===== src/rtl/tx_arbiter_pkg.sv =====
`default_nettype none
// +--------------------------------------------------------------------+
// | Module   : tx_arbiter_pkg                                          |
// | Brief    : Shared encodings for the TX arbiter: command width,     |
// |            FSM state type and reply-owner tags.                    |
// | Revision : 1.0  initial release                                    |
// +--------------------------------------------------------------------+
`ifndef TX_CMD_BITS
`define TX_CMD_BITS 8
`endif

package tx_arbiter_pkg;

  typedef enum logic [1:0] {
    ST_IDLE  = 2'd0,
    ST_GRANT = 2'd1,
    ST_BUSY  = 2'd2
  } state_t;

  // Owner tags stored in the reply FIFO and in the owner register
  localparam logic OWNER_PF = 1'b0;
  localparam logic OWNER_SC = 1'b1;

endpackage
`default_nettype wire


===== src/rtl/tx_arbiter_reply_owner_fifo.sv =====
`default_nettype none
// +--------------------------------------------------------------------+
// | Module   : reply_owner_fifo                                        |
// | Brief    : 1-bit-wide owner-tag FIFO, MAX_OUTSTANDING deep. Entry  |
// |            0 is always the head; a pop shifts the array down and   |
// |            a concurrent push lands behind the remaining entries.   |
// | Revision : 1.0  initial release                                    |
// +--------------------------------------------------------------------+
module reply_owner_fifo #(
  parameter int MAX_OUTSTANDING = 2
) (
  input  logic                                     clk,
  input  logic                                     rst_n,
  input  logic                                     push,
  input  logic                                     din,
  input  logic                                     pop,
  output logic                                     head,
  output logic                                     full,
  output logic                                     empty,
  output logic [$clog2(MAX_OUTSTANDING+1)-1:0]     count
);

  localparam int CW = $clog2(MAX_OUTSTANDING + 1);
  localparam logic [CW-1:0] c_max = CW'(MAX_OUTSTANDING);

  logic [MAX_OUTSTANDING-1:0] r_mem;
  logic [CW-1:0]              r_count;
  logic [MAX_OUTSTANDING-1:0] w_base;
  logic [MAX_OUTSTANDING-1:0] w_hit;
  logic [MAX_OUTSTANDING-1:0] w_mem_nxt;
  logic [CW-1:0]              w_wr_idx;
  logic                       w_push_ok;
  logic                       w_pop_ok;

  assign empty     = (r_count == '0);
  assign full      = (r_count == c_max);
  assign count     = r_count;
  assign head      = r_mem[0];

  // A push into a full FIFO is only accepted when a pop frees a slot
  assign w_pop_ok  = pop && !empty;
  assign w_push_ok = push && (!full || w_pop_ok);

  // After a pop the surviving entries move down one slot
  assign w_base    = w_pop_ok ? (r_mem >> 1) : r_mem;
  assign w_wr_idx  = w_pop_ok ? (r_count - CW'(1)) : r_count;

  for (genvar i = 0; i < MAX_OUTSTANDING; i++) begin : g_hit
    localparam logic [CW-1:0] c_idx = CW'(i);
    assign w_hit[i] = w_push_ok && (w_wr_idx == c_idx);
  end

  assign w_mem_nxt = (w_base & ~w_hit) | ({MAX_OUTSTANDING{din}} & w_hit);

  // Tag storage and occupancy count
  always_ff @(posedge clk or negedge rst_n) begin
    if (!rst_n) begin
      r_mem   <= '0;
      r_count <= '0;
    end else begin
      r_mem <= w_mem_nxt;
      case ({w_push_ok, w_pop_ok})
        2'b10:   r_count <= r_count + CW'(1);
        2'b01:   r_count <= r_count - CW'(1);
        default: r_count <= r_count;
      endcase
    end
  end

endmodule
`default_nettype wire


===== src/rtl/tx_arbiter.sv =====
`default_nettype none
// +--------------------------------------------------------------------+
// | Module   : tx_arbiter                                              |
// | Brief    : Shares the serial TX command channel between prefetch   |
// |            and scheduler, muxes payload from the granted side and  |
// |            routes RX replies back to their owner in issue order.   |
// | Revision : 1.0  initial release                                    |
// +--------------------------------------------------------------------+
`ifndef TX_CMD_BITS
`define TX_CMD_BITS 8
`endif

module tx_arbiter
  import tx_arbiter_pkg::*;
#(
  parameter int CMD_BITS        = `TX_CMD_BITS,
  parameter int NSHIFT          = 2,
  parameter int MAX_OUTSTANDING = 2
) (
  input  logic                clk,
  input  logic                rst_n,
  input  logic                pf_req_valid,
  input  logic [CMD_BITS-1:0] pf_cmd,
  input  logic                pf_reply_wanted,
  input  logic [NSHIFT-1:0]   pf_data,
  output logic                pf_started,
  output logic                pf_data_next,
  output logic                pf_done,
  input  logic                sc_req_valid,
  input  logic [CMD_BITS-1:0] sc_cmd,
  input  logic                sc_reply_wanted,
  input  logic [NSHIFT-1:0]   sc_data,
  input  logic                sc_reserve,
  output logic                sc_started,
  output logic                sc_data_next,
  output logic                sc_done,
  output logic                tx_command_valid,
  output logic [CMD_BITS-1:0] tx_command,
  output logic                tx_reply_wanted,
  input  logic                tx_command_started,
  input  logic                tx_data_next,
  input  logic                tx_done,
  output logic [NSHIFT-1:0]   tx_data,
  input  logic                rx_active,
  input  logic                rx_done,
  output logic                rx_pf_active,
  output logic                rx_sc_active,
  output logic                rx_unexpected
);

  localparam int CW = $clog2(MAX_OUTSTANDING + 1);

  state_t        r_state;
  logic          r_owner;
  logic          r_rx_unexpected;

  logic          w_fifo_head;
  logic          w_fifo_full;
  logic          w_fifo_empty;
  logic [CW-1:0] w_count;
  logic          w_pf_elig;
  logic          w_sc_elig;
  logic          w_in_grant;
  logic          w_in_busy;
  logic          w_started;
  logic          w_done;
  logic          w_dnext;
  logic          w_push;
  logic          w_pop;
  logic          w_rx_route;

  // Reply-wanting requests wait while every reply slot is taken;
  // sc_reserve holds off new prefetch grants only
  assign w_sc_elig = sc_req_valid && (!sc_reply_wanted || !w_fifo_full);
  assign w_pf_elig = pf_req_valid && (!pf_reply_wanted || !w_fifo_full) && !sc_reserve;

  assign w_in_grant = (r_state == ST_GRANT);
  assign w_in_busy  = (r_state == ST_BUSY);

  // Command fields are taken live from the owner while in GRANT
  assign tx_command_valid = w_in_grant;
  assign tx_command       = w_in_grant ? ((r_owner == OWNER_SC) ? sc_cmd : pf_cmd) : '0;
  assign tx_reply_wanted  = w_in_grant &&
                            ((r_owner == OWNER_SC) ? sc_reply_wanted : pf_reply_wanted);
  assign tx_data          = w_in_busy ? ((r_owner == OWNER_SC) ? sc_data : pf_data) : '0;

  // Link strobes: done may coincide with started for payload-less commands
  assign w_started = w_in_grant && tx_command_started;
  assign w_done    = tx_done && (w_in_busy || w_started);
  assign w_dnext   = w_in_busy && tx_data_next;

  assign pf_started   = w_started && (r_owner == OWNER_PF);
  assign pf_data_next = w_dnext   && (r_owner == OWNER_PF);
  assign pf_done      = w_done    && (r_owner == OWNER_PF);
  assign sc_started   = w_started && (r_owner == OWNER_SC);
  assign sc_data_next = w_dnext   && (r_owner == OWNER_SC);
  assign sc_done      = w_done    && (r_owner == OWNER_SC);

  // Reply bookkeeping
  assign w_push       = w_started && tx_reply_wanted;
  assign w_pop        = rx_done && !w_fifo_empty;
  assign w_rx_route   = rx_active && !w_fifo_empty;
  assign rx_pf_active = w_rx_route && (w_fifo_head == OWNER_PF);
  assign rx_sc_active = w_rx_route && (w_fifo_head == OWNER_SC);
  assign rx_unexpected = r_rx_unexpected;

  reply_owner_fifo #(
    .MAX_OUTSTANDING (MAX_OUTSTANDING)
  ) u_reply_fifo (
    .clk   (clk),
    .rst_n (rst_n),
    .push  (w_push),
    .din   (r_owner),
    .pop   (w_pop),
    .head  (w_fifo_head),
    .full  (w_fifo_full),
    .empty (w_fifo_empty),
    .count (w_count)
  );

  // Arbitration FSM: scheduler has priority, owner latched at grant
  always_ff @(posedge clk or negedge rst_n) begin
    if (!rst_n) begin
      r_state <= ST_IDLE;
      r_owner <= OWNER_PF;
    end else begin
      case (r_state)
        ST_IDLE: begin
          if (w_sc_elig) begin
            r_owner <= OWNER_SC;
            r_state <= ST_GRANT;
          end else if (w_pf_elig) begin
            r_owner <= OWNER_PF;
            r_state <= ST_GRANT;
          end
        end
        ST_GRANT: begin
          if (tx_command_started) begin
            r_state <= tx_done ? ST_IDLE : ST_BUSY;
          end
        end
        ST_BUSY: begin
          if (tx_done) begin
            r_state <= ST_IDLE;
          end
        end
        default: r_state <= ST_IDLE;
      endcase
    end
  end

  // Sticky flag: any reply activity while no owner is recorded
  always_ff @(posedge clk or negedge rst_n) begin
    if (!rst_n) begin
      r_rx_unexpected <= 1'b0;
    end else if ((rx_done || rx_active) && (w_count == '0)) begin
      r_rx_unexpected <= 1'b1;
    end
  end

endmodule
`default_nettype wire

===== config.mk =====
export PLATFORM = sky130hd
export DESIGN_NAME = tx_arbiter
export DESIGN_NICKNAME = d
export VERILOG_FILES = /design/src/rtl/tx_arbiter_pkg.sv /design/src/rtl/tx_arbiter_reply_owner_fifo.sv /design/src/rtl/tx_arbiter.sv
export SDC_FILE = /design/constraint.sdc
export NUM_CORES = 1
export LEC_CHECK = 0
export ABC_CLOCK_PERIOD_IN_PS = 4140
export CORE_MARGIN = 2
export CORE_UTILIZATION = 36
export CTS_BUF_LIST = sky130_fd_sc_hd__clkbuf_2
export DETAILED_ROUTE_END_ITERATION = 12
export PLACE_DENSITY = 0.85
export SLEW_MARGIN = 0
export SYNTH_ARGS = -nofsm -noshare
export SYNTH_HDL_FRONTEND = slang
export SYNTH_HIERARCHICAL = 1
export SYNTH_SLANG_ARGS = --single-unit

===== constraint.sdc =====
create_clock -name clk -period 4.14 [get_ports clk]
set_input_delay 0.414 -clock clk [delete_from_list [all_inputs] [get_ports clk]]
set_output_delay 0.414 -clock clk [all_outputs]
set_load 0.02 [all_outputs]

# Yosys cells after proc, flatten, opt, wreduce, memory -nomap -nowiden
# Cells that the tools add are included.
# totals
reg_bits	8
latch_bits	0
ram_bits	0
romBits	0
inputBits	32
out_inout_bits	21
elab_cells	78
n_memories	0
# classes
add_sub_neg	2
multipliers	0
div	0
magnitude_cmp	0
eq_ne	9
shift	0
muxes	16
n_bitwise	6
reduce_logical	40
# ops
operator	count
1-bit logical AND	23
2-bit two-way mux	9
8-bit two-way mux	2
2-bit by 1-bit == test with 1-bit output, second input constant	3
2-bit == test, second input constant	3
2-bit logical NOT	3
2-bit one-hot mux with 3 select lines	1
1-bit logical NOT	5
1-bit logical OR	5
2-bit bitwise AND	2
2-bit inequality test, second input constant	2
2-bit one-hot mux with 2 select lines	1
2-bit nonzero test	2
1-bit two-way mux	3
3-bit inequality test, second input constant	1
3-bit AND reduction	1
2-bit by 1-bit adder with 2-bit output, second input constant	1
1-bit inverter	2
2-bit inverter	1
2-bit bitwise OR	1
2-bit AND reduction	1
2-bit by 1-bit subtractor with 2-bit output, second input constant	1

# Logic depth before layout (Yosys ltp)
# logic_depth
word_depth	10
ltp_mapped	7
mapped_depth_nobuf	6

# Hierarchy
# The synthesis kept the hierarchy.
# by_module_without_submodules
mod	instances	cells_per_inst	area_each_um2	seq_area_each_um2
tx_arbiter	1	61	485.5	100.1
reply_owner_fifo	1	31	316.6	100.1

# Worst setup path before layout
# No wires, ideal clock.
# synth_path
path_type	register to register
from	reg r_owner
to	reg with a tool-made name
setup_time_ps	72
t_arrival_ps	1636
required_ps	4068
slack_ps	2432
path_stages_with_launch	7
n_path_buf	1
period_less_slack_ps	1708
path_cell_list	dfrtp_1 > buf_6 > mux2i_1 > nor2_1 > or4b_4 > nor3b_2 > nand4b_1
# synth_rtl
element	line	source
start, declared	tx_arbiter.sv:54	logic r_owner;
start signal, assigned	tx_arbiter.sv:125	r_owner <= OWNER_PF;
start signal, assigned	tx_arbiter.sv:130	r_owner <= OWNER_SC;
start signal, assigned	tx_arbiter.sv:133	r_owner <= OWNER_PF;

# Worst setup path after layout
# layout_path
from	reg r_owner
to	out sc_data_next
# layout_via
elab_chain_len	1
# layout_lines
element	line	source
1-bit logical AND	tx_arbiter.sv:96	assign sc_data_next = w_dnext && (r_owner == OWNER_SC);
end, declared	tx_arbiter.sv:35	output logic sc_data_next,
# No other way between the ends.

==> metrics.txt <==
post-CTS setup buffer count 0; RSZ-0062 raised after global routing false; DP Worst Slack about 1800 ps; initial DRC count 10; Filler cells about 180; status finished clean; Worst-Margin Slew 790.3 ps; final-report setup violation count 0; GRT Overall Usage approximately 18%; slowest CP cell dfrtp_1; fin crit share between 60% and 70%; Hold WC Path Type in -> async; Crit path largest cell delay approximately 860 ps; number of buffers created by CTS 3; Post-synth EDFFs 0; Reg2Reg Depth 5; post-layout min period 2578 ps; RR Startpoint r_owner; CP arrival roughly 2200 ps; die height 51.20 um; WS Path Type reg -> out; synthesized area approximately 800 sq um; gp weighted congestion between 0.8 and 0.9; Post-Layout Cell Count between 150 and 200; post-DR wirelength/cell 13.00 um; Worst-path clk slew 80 ps; final WL between 2 and 2.5 mm; min setup slack post-route 1562 ps; f_max roughly 0.39 GHz; Yosys Warn Count 6; first-pass GRT wire length between 3 and 4 mm; top post-synthesis cells by count nor2_1 (17), mux2i_1 (14), dfrtp_1 (8), inv_1 (8); Die Wd 51.20 um; standard-cell rows 17; Initial DRT Pass Iterations 4; I/O Buffers 52; Crit. End Element output port; area occupied by multi-input gates around 530 sq um; headroom to the max-slew limit a little under half; number of cells on the critical path 3; most frequent cell after synthesis nor2_1; clk buf depth 2; Power Dens Cells 559.2 nW/um^2; initial antenna violation count 0; synth top area cells dfrtp_1 (25%), mux2i_1 (17%), nor2_1 (8.0%); largest net degree at the start of global routing 21; H-tree depth 1; DRC 0; clock sink count 8; Final nets between 150 and 200; gr ovfl total 0; clock latency on the worst-skew pair about 230 ps; hold buffers post-CTS 0; max-cap violations 0; Worst Skew roughly 2.7 ps; via count 853; DP Area 1319 sq um; post-route ant nets 0; clock root buffer clkbuf_2; Avg Vias per Cell 4.988; Mapped Avg Cell Area 8.718 sq um; post-cts sizing count 0; area share of the leading cell type in the synthesized netlist 24.96%; top_reg_cell synth dfrtp_1; total negative slack 0 ps; Starting Density 37.33%; Pleak 0.5929 nW; Core ar. around 2100 sq um; register area share after synthesis about 25%; worst-path cell chain inv_1, nor3_1, clkdlybuf4s50_1; VDD IR max 323.2 uV; DP Wirelength between 1.5 and 2 mm; Layout area overhead 66.30%; Fin. Hold Viols 0; Post-Syn Instances ~90; Async SR Flop Fraction 100.0%; antenna cell count 0; data required time of the worst path between 3000 and 4000 ps; Placed Cells incl. Taps 168; Yosys reg bits 8; layout cells sized above 1 ~7.7%; Sequential Area around 200 sq um; delay-heaviest family, CP flip-flops; CTS tree built; Finished Cell Area approximately 1300 sq um; Max FO, Critical Path 20; CP Launch Type flip-flop; WP buf/inv 2; cell taking the most area after synthesis dfrtp_1; io pins 53; die area around 2600 sq um; vias in the first global route 890; Netlist cell types 33; Net Count, Synth about 130; flop2flop setup slack between 1500 and 2000 ps; Final Slew Violations 0
==> final cells by class <==
| cell class | instances | area share (%) |
|---|---|---|
| well taps | 28 | 2.627 |
| clock buffers | 3 | 1.126 |
| repair buffers | 52 | 39.02 |
| multi-input cells | 72 | 39.96 |
| flip-flops and latches | 8 | 15.01 |
| inverters | 8 | 2.251 |
==> metrics by stage <==
stage | utilization, % | total power [mW] | hold slack, ps
floorplan | - | 0.5274 | 118.4
global placement | 61.39 | 0.6836 | 447.8
detailed placement | 61.39 | 0.6996 | 460.4
CTS | 62.09 | 0.7492 | 465.9
global route | 62.09 | 0.8082 | 477.3
finish | 62.09 | 0.7459 | 464.3
==> power breakdown <==
group / leakage [nW] / internal [mW] / switching [mW]
Combinational: 0.486 / 0.267 / 0.250
Clock: 0.0125 / 0.0198 / 0.0266
Sequential: 0.0940 / 0.109 / 0.0732
==> worst max-delay path by stage <==
stage | start | end | slack [ps]
2_1_floorplan | r_owner | flip-flop | 2430
3_3_place_gp | tx_command_started | pf_done | 1830
3_5_place_dp | tx_command_started | pf_done | 1800
4_1_cts | r_owner | sc_data_next | 1550
5_1_grt | r_owner | sc_data_next | 1360
6_report | r_owner | sc_data_next | 1560
==> worst reg2reg max path, stage by stage, from the launching register on <==
cell and delay (ps):
dfrtp_1 860, mux2i_1 200, nor2_1 370, or4b_4 520
nor3b_2 160, nand4b_1 120
==> per-layer routing <==
layer | wire, um | up-vias | part of all wire, % | GRT usage [%]
met5 | 0 | - | 0 | 0
met4 | 10 | 0 | 0.45 | 4.955
met3 | 183 | 2 | 8.2 | 5.263
met2 | 1186 | 42 | 53 | 36.80
met1 | 842 | 384 | 38 | 17.48
li1 | - | 425 | - | -
==> kinds of logic after synthesis <==
family / count (synthesis) / synth area share (%)
xor gates and xnor gates: 1 / 1.092
adders and majority gates: 2 / 3.120
AOI/OAI and AO/OA: 13 / 11.23
muxes: 15 / 18.88
buffers and inverters: 12 / 8.580
DFF: 8 / 24.96
and+or+nand+nor: 41 / 32.14
==> layout by cell type (no fill, tap or decap), types with 2 or more instances in the layout <==
| master | instances |
|---|---|
| o21a_1 | 2 |
| ha_1 | 2 |
| nor3_1 | 2 |
| nand3_1 | 2 |
| clkbuf_2 | 3 |
| a21oi_1 | 3 |
| mux2i_1 | 14 |
| nand2b_1 | 2 |
| and3_2 | 2 |
| nor3b_1 | 2 |
| nand3b_1 | 2 |
| clkdlybuf4s50_1 | 52 |
| nand2_2 | 2 |
| dfrtp_1 | 8 |
| nor2_1 | 17 |
| inv_1 | 8 |
| o31ai_1 | 2 |
| nor2b_1 | 2 |
| o22ai_1 | 2 |
No activity file was read; power rests on OpenSTA's default activity.
